--- config.mk ---
export PLATFORM = sky130hd
export DESIGN_NAME = cond_exec_sequencer
export DESIGN_NICKNAME = d
export VERILOG_FILES = /design/src/rtl/cond_pkg.sv /design/src/rtl/cond_eval.sv /design/src/rtl/cond_exec_sequencer.sv
export SDC_FILE = /design/constraint.sdc
export NUM_CORES = 1
export LEC_CHECK = 0
export BUFFER_PORTS_ARGS = -buffer_cell sky130_fd_sc_hd__buf_2
export CAP_MARGIN = 0
export CORE_MARGIN = 10
export CORE_UTILIZATION = 58
export CTS_BUF_LIST = sky130_fd_sc_hd__clkbuf_8
export DETAILED_ROUTE_END_ITERATION = 7
export GPL_ROUTABILITY_DRIVEN = 0
export GPL_TIMING_DRIVEN = 0
export PLACE_DENSITY_LB_ADDON = 0.25
export SLEW_MARGIN = 0
export SYNTH_ARGS = -nofsm -noshare
export SYNTH_HDL_FRONTEND = slang
export SYNTH_SLANG_ARGS = --single-unit
--- constraint.sdc ---
create_clock -name clk -period 3.3 [get_ports clk]
set_clock_uncertainty 0.2 [all_clocks]
set_input_delay 0.33 -clock clk [delete_from_list [all_inputs] [get_ports clk]]
set_output_delay 0.33 -clock clk [all_outputs]
set_load 0.05 [all_outputs]
--- src/rtl/cond_pkg.sv ---
`default_nettype none
//============================================================================
// Module      : cond_pkg
// Description : Shared definitions for the conditional-execution sequencer:
//               ARM condition-code encodings, NZCV flag bit positions
//               (status word is {C,N,V,Z}) and the sequencer state type.
// Revision    : 1.0 - initial release
//============================================================================
package cond_pkg;

    // Condition-code field encodings
    localparam logic [3:0] EQ = 4'b0000;
    localparam logic [3:0] NE = 4'b0001;
    localparam logic [3:0] CS = 4'b0010;
    localparam logic [3:0] CC = 4'b0011;
    localparam logic [3:0] MI = 4'b0100;
    localparam logic [3:0] PL = 4'b0101;
    localparam logic [3:0] VS = 4'b0110;
    localparam logic [3:0] VC = 4'b0111;
    localparam logic [3:0] HI = 4'b1000;
    localparam logic [3:0] LS = 4'b1001;
    localparam logic [3:0] GE = 4'b1010;
    localparam logic [3:0] LT = 4'b1011;
    localparam logic [3:0] GT = 4'b1100;
    localparam logic [3:0] LE = 4'b1101;
    localparam logic [3:0] AL = 4'b1110;
    localparam logic [3:0] NV = 4'b1111;

    // Bit positions inside the 4-bit status word {C,N,V,Z}
    localparam int C_BIT = 3;
    localparam int N_BIT = 2;
    localparam int V_BIT = 1;
    localparam int Z_BIT = 0;

    typedef enum logic [0:0] {
        RUN   = 1'b0,
        FLUSH = 1'b1
    } seq_state_t;

endpackage : cond_pkg
`default_nettype wire

--- src/rtl/cond_eval.sv ---
`default_nettype none
//============================================================================
// Module      : cond_eval
// Description : Purely combinational condition-code evaluator. Decides
//               whether a 4-bit condition field is satisfied by the given
//               {C,N,V,Z} flags.
// Ports       : cond  [3:0] in  - condition field
//               flags [3:0] in  - status flags {C,N,V,Z}
//               pass        out - condition satisfied
// Revision    : 1.0 - initial release
//============================================================================
module cond_eval
    import cond_pkg::*;
(
    input  logic [3:0] cond,
    input  logic [3:0] flags,
    output logic       pass
);

    logic w_c;
    logic w_n;
    logic w_v;
    logic w_z;

    assign w_c = flags[C_BIT];
    assign w_n = flags[N_BIT];
    assign w_v = flags[V_BIT];
    assign w_z = flags[Z_BIT];

    always_comb begin
        pass = 1'b0;
        case (cond)
            EQ:      pass = w_z;
            NE:      pass = ~w_z;
            CS:      pass = w_c;
            CC:      pass = ~w_c;
            MI:      pass = w_n;
            PL:      pass = ~w_n;
            VS:      pass = w_v;
            VC:      pass = ~w_v;
            HI:      pass = w_c & ~w_z;
            LS:      pass = ~w_c | w_z;
            GE:      pass = (w_n == w_v);
            LT:      pass = (w_n != w_v);
            GT:      pass = ~w_z & (w_n == w_v);
            LE:      pass = w_z | (w_n != w_v);
            AL:      pass = 1'b1;
            default: pass = 1'b0;   // NV never executes
        endcase
    end

endmodule : cond_eval
`default_nettype wire

--- src/rtl/cond_exec_sequencer.sv ---
`default_nettype none
//============================================================================
// Module      : cond_exec_sequencer
// Description : Execute-stage sequencer. Owns the NZCV status register,
//               evaluates each instruction's condition against it, gates
//               write-back / memory-write / flag-update side effects and
//               squashes the instructions that follow a taken branch for
//               FLUSH_CYCLES non-frozen cycles. Squashed instructions are
//               counted in a saturating counter.
// Ports       : clk, rst_n (async, active low)
//               in_valid, in_cond[3:0], in_s, in_is_branch, in_wb_en,
//               in_mem_wr, alu_status[3:0], freeze         - inputs
//               in_ready                                   - ~freeze
//               status_q[3:0]                              - flags {C,N,V,Z}
//               exec_valid, wb_en_o, mem_wr_o, branch_taken - registered
//               flush                                      - state is FLUSH
//               squash_cnt[CNT_W-1:0]                      - squash count
// Revision    : 1.0 - initial release
//============================================================================
module cond_exec_sequencer
    import cond_pkg::*;
#(
    parameter int FLUSH_CYCLES = 2,
    parameter int CNT_W        = 8
) (
    input  logic             clk,
    input  logic             rst_n,
    input  logic             in_valid,
    output logic             in_ready,
    input  logic [3:0]       in_cond,
    input  logic             in_s,
    input  logic             in_is_branch,
    input  logic             in_wb_en,
    input  logic             in_mem_wr,
    input  logic [3:0]       alu_status,
    input  logic             freeze,
    output logic [3:0]       status_q,
    output logic             exec_valid,
    output logic             wb_en_o,
    output logic             mem_wr_o,
    output logic             branch_taken,
    output logic             flush,
    output logic [CNT_W-1:0] squash_cnt
);

    localparam logic [2:0]       c_fcnt_init = 3'(FLUSH_CYCLES - 1);
    localparam logic [CNT_W-1:0] c_cnt_max   = {CNT_W{1'b1}};

    seq_state_t       r_state;
    logic [2:0]       r_fcnt;
    logic [3:0]       r_status;
    logic [CNT_W-1:0] r_squash_cnt;
    logic             r_exec_valid;
    logic             r_wb_en;
    logic             r_mem_wr;
    logic             r_branch_taken;

    logic w_pass;
    logic w_accept;
    logic w_exec;
    logic w_squash;

    // Condition is judged against the committed flags, so a flag-setting
    // instruction is seen by the very next one through r_status.
    cond_eval u_cond_eval (
        .cond  (in_cond),
        .flags (r_status),
        .pass  (w_pass)
    );

    assign in_ready = ~freeze;
    assign w_accept = in_valid & ~freeze;
    assign w_exec   = w_accept & (r_state == RUN) & w_pass;
    assign w_squash = w_accept & ((r_state == FLUSH) | ~w_pass);

    always_ff @(posedge clk or negedge rst_n) begin
        if (!rst_n) begin
            r_state        <= RUN;
            r_fcnt         <= 3'd0;
            r_status       <= 4'd0;
            r_squash_cnt   <= '0;
            r_exec_valid   <= 1'b0;
            r_wb_en        <= 1'b0;
            r_mem_wr       <= 1'b0;
            r_branch_taken <= 1'b0;
        end else begin
            // w_exec is already zero on freeze or no accept, which gives
            // the bubble on the registered outputs for free.
            r_exec_valid   <= w_exec;
            r_wb_en        <= w_exec & in_wb_en;
            r_mem_wr       <= w_exec & in_mem_wr;
            r_branch_taken <= w_exec & in_is_branch;

            if (w_exec && in_s) begin
                r_status <= alu_status;
            end

            if (w_squash && (r_squash_cnt != c_cnt_max)) begin
                r_squash_cnt <= r_squash_cnt + CNT_W'(1);
            end

            // The flush window counts elapsed non-frozen cycles, not
            // accepted instructions.
            if (!freeze) begin
                case (r_state)
                    RUN: begin
                        if (w_exec && in_is_branch) begin
                            r_state <= FLUSH;
                            r_fcnt  <= c_fcnt_init;
                        end
                    end
                    FLUSH: begin
                        if (r_fcnt == 3'd0) begin
                            r_state <= RUN;
                        end else begin
                            r_fcnt <= r_fcnt - 3'd1;
                        end
                    end
                    default: r_state <= RUN;
                endcase
            end
        end
    end

    assign status_q     = r_status;
    assign exec_valid   = r_exec_valid;
    assign wb_en_o      = r_wb_en;
    assign mem_wr_o     = r_mem_wr;
    assign branch_taken = r_branch_taken;
    assign flush        = (r_state == FLUSH);
    assign squash_cnt   = r_squash_cnt;

endmodule : cond_exec_sequencer
`default_nettype wire
==> flow_metrics.py <==
metrics = {
    "placed_design": {
        "port_buffers": 31,
        "place_ws_ps": 1130,
        "dp_cells": 165,
        "dp_hpwl_mm": 2.075,
        "dpl_cell_area_um2": 1410,
    },
    "cells_and_area": {
        "final_cells": 170,
        "regArea_um2": 500.5,
        "drive_above_1_share": 0.3846,
        "multiInputGateArea_um2": 671.9,
        "areaGrowthSynthToFinish_pct": 22.13,
        "fin_area_um2": 1491,
        "diodes": 0,
        "fill_cells": 146,
        "fin_nets": 163,
    },
    "logic_synthesis": {
        "seq_area_frac_synth": 0.4098,
        "netlist_top_cells_area": "dfrtp_1 41%, xor2_1 6.5%, mux2_4 6.1%",
        "syn_avg_cell_area_um2": 11.41,
        "synth_top_cell_area_share": 0.4098,
        "synth-main-ff-cell": "dfrtp_1",
        "netlist_instances": 107,
        "yosysTopAreaCell": "dfrtp_1",
        "synth_seq_cells": 20,
        "async_flop_share": 1.000,
        "yosys_warnings": 0,
        "synth_edf_count": 0,
        "ys_types": 43,
        "synthesis.nets": 126,
        "synth_area_um2": 1221,
    },
    "die": {
        "die_height_um": 65.89,
        "dieArea_um2": 4341,
        "coreArea_um2": 1982,
        "pin_count": 34,
        "start_util": 0.6162,
        "row_count": 16,
        "die_x_um": 65.89,
    },
    "route": {
        "route.met2.wl_mm": 1.321,
        "antenna_left": 0,
        "vias": 919,
        "dr_wl_met3_um": 174,
        "drc": 0,
        "drt_iter0_drc": 65,
        "top_layer": "met4",
        "vias_per_cell": 5.406,
        "wl_mm": 2.616,
        "drt_pass1_iterations": 4,
        "drt-wirelength-per-cell_um": 15.39,
        "met1_length_mm": 1.075,
    },
    "power": {
        "p_total_w": 0.001402,
        "power.leakage_nw": 0.7407,
        "power.density_nw_per_um2": 940.4,
        "ir_worst_vdd_mv": 0.7914,
    },
    "clock_network": {
        "cts_sinks": 20,
        "clkTransAtPathRegs_ps": 70,
        "root_buffer": "clkbuf_8",
        "ctsResizeCount": 0,
        "cts.path.max_buffers": 2,
        "cts_hold_repair.buffers": 1,
        "numCtsBuffers": 3,
        "cts_tree": "yes",
        "cts_max_level": 1,
        "cts_setup_buffers": 0,
        "clock_latency_ps": 260,
    },
    "worst_setup_path": {
        "setup.worst_path.end_class": "register",
        "critPathLaunchType": "register",
        "slowest_stage": "dfrtp_1",
        "worstPathRequired_ps": 3250,
        "cp_max_fo": 6,
        "worstSetupPathType": "reg -> reg",
        "startpoint": "squash_cnt[0]",
        "crit_buf_inv": 0,
        "cp.arrival_ps": 2120,
        "r2r-start": "squash_cnt[0]",
        "worstPathCellList": "ha_1 -> and3_1 -> a311oi_2 -> o31ai_4 -> nor2_2 -> mux2_4",
        "crit_family": "compound AO/OA/AOI/OAI gates",
        "slowest_delay_ps": 420,
    },
    "timing": {
        "max_freq_mhz": 461.1,
        "period_needed_ps": 2169,
        "tightest_slew_ps": 549.5,
        "finalSetupViolCount": 0,
        "hold_violations": 0,
        "setup_ws_ps": 1131,
        "setup_tns_ps": 0,
        "rsz0062_at_grt": "no",
        "slew-limit-headroom": 0.6337,
        "slew_viol_final": 0,
        "timing.final.crit_share": 0.6571,
    },
    "min_path": {
        "min_from": "in_is_branch",
        "hp-class": "in -> reg",
    },
    "global_routing": {
        "grt_pass1_wl_mm": 4.540,
        "grt_start_max_net_pins": 21,
        "first_global_vias": 1002,
        "antenna_found_initial": 0,
        "grt_overflow": 0,
        "track_usage": 0.1328,
    },
    "run_status": {
        "status": "completed",
    },
    "flow_run": {
        "max_cap_violations": 0,
    },
}
cell type report:
cell class,count,share of cell area
Clock inverter,1,0.02013
Clock buffer,3,0.02768
Tap cell,27,0.02265
Multi-Input combinational cell,77,0.4505
Sequential cell,20,0.3356
Buffer,3,0.01510
Timing Repair Buffer,32,0.1107
Inverter,7,0.01762
through the flow:
step,utilization,hold slack (ps)
floorplan,-,-165.6
global placement,0.7115,96.22
detailed placement,0.7115,101.9
CTS,0.7525,47.73
global route,0.7525,48.54
finish,0.7525,52.46
per-layer routing:
layer	vias to the layer above	global-route usage
li1	452	-
met1	439	0.1433
met2	23	0.2126
met3	5	0.05254
met4	0	0.08289
met5	-	0
cells in the mapped netlist (2+ instances only):
master / instances
ha_1: 3
and2_1: 2
inv_1: 7
nand2_1: 5
xor2_1: 9
nor3_1: 2
nor3b_1: 3
dfrtp_1: 20
a21oi_1: 6
and3_1: 4
nand3b_1: 3
mux2_4: 5
nand2b_1: 2
nand3_1: 4
nor2_1: 4
flip-flops by register name, summed over array words and instances, names as in the netlist:
register,flops
r_fcnt,3
exec_valid,1
branch_taken,1
squash_cnt,8
wb_en_o,1
status_q,4
mem_wr_o,1
flush,1
layout by cell type, fill, tap and decap left out, types with 2 or more instances in the layout:
cell type and n:
and3_1 4, nor3b_1 3, clkbuf_8 3, a21oi_1 6
nand2_1 5, inv_1 7, buf_2 31, nor3_1 2
mux2_4 5, nand3b_1 3, xor2_1 9, nand2b_1 2
and2_1 2, dfrtp_1 20, ha_1 3, nand3_1 4
nor2_1 4
path summary, 6_finish.rpt:
kind / to / slack, ps / cells past startpoint
max in group asynchronous: status_q[1] / 2260 / 2
worst max-delay path: squash_cnt[1] / 1130 / 6
min in group asynchronous: squash_cnt[2] / 340 / 2
worst min-delay path: r_fcnt[1] / 50 / 2
worst min register to register: squash_cnt[5] / 290 / 1
worst max register to register: squash_cnt[1] / 1130 / 6
kinds of logic after synthesis:
family | share of synthesized area
mux | 0.06967
buf+inv | 0.03996
fa+ha+maj | 0.03074
flops | 0.4098
simple gates | 0.1957
xor+xnor | 0.08505
compound gates | 0.1691
power breakdown:
| group | internal (W) | total (W) | switching [W] |
|---|---|---|---|
| sequential | 0.000333 | 0.000428 | 0.0000945 |
| combinational | 0.000245 | 0.000732 | 0.000488 |
| clock | 0.000162 | 0.000242 | 0.0000804 |
Power figures use the tool's default switching activity.
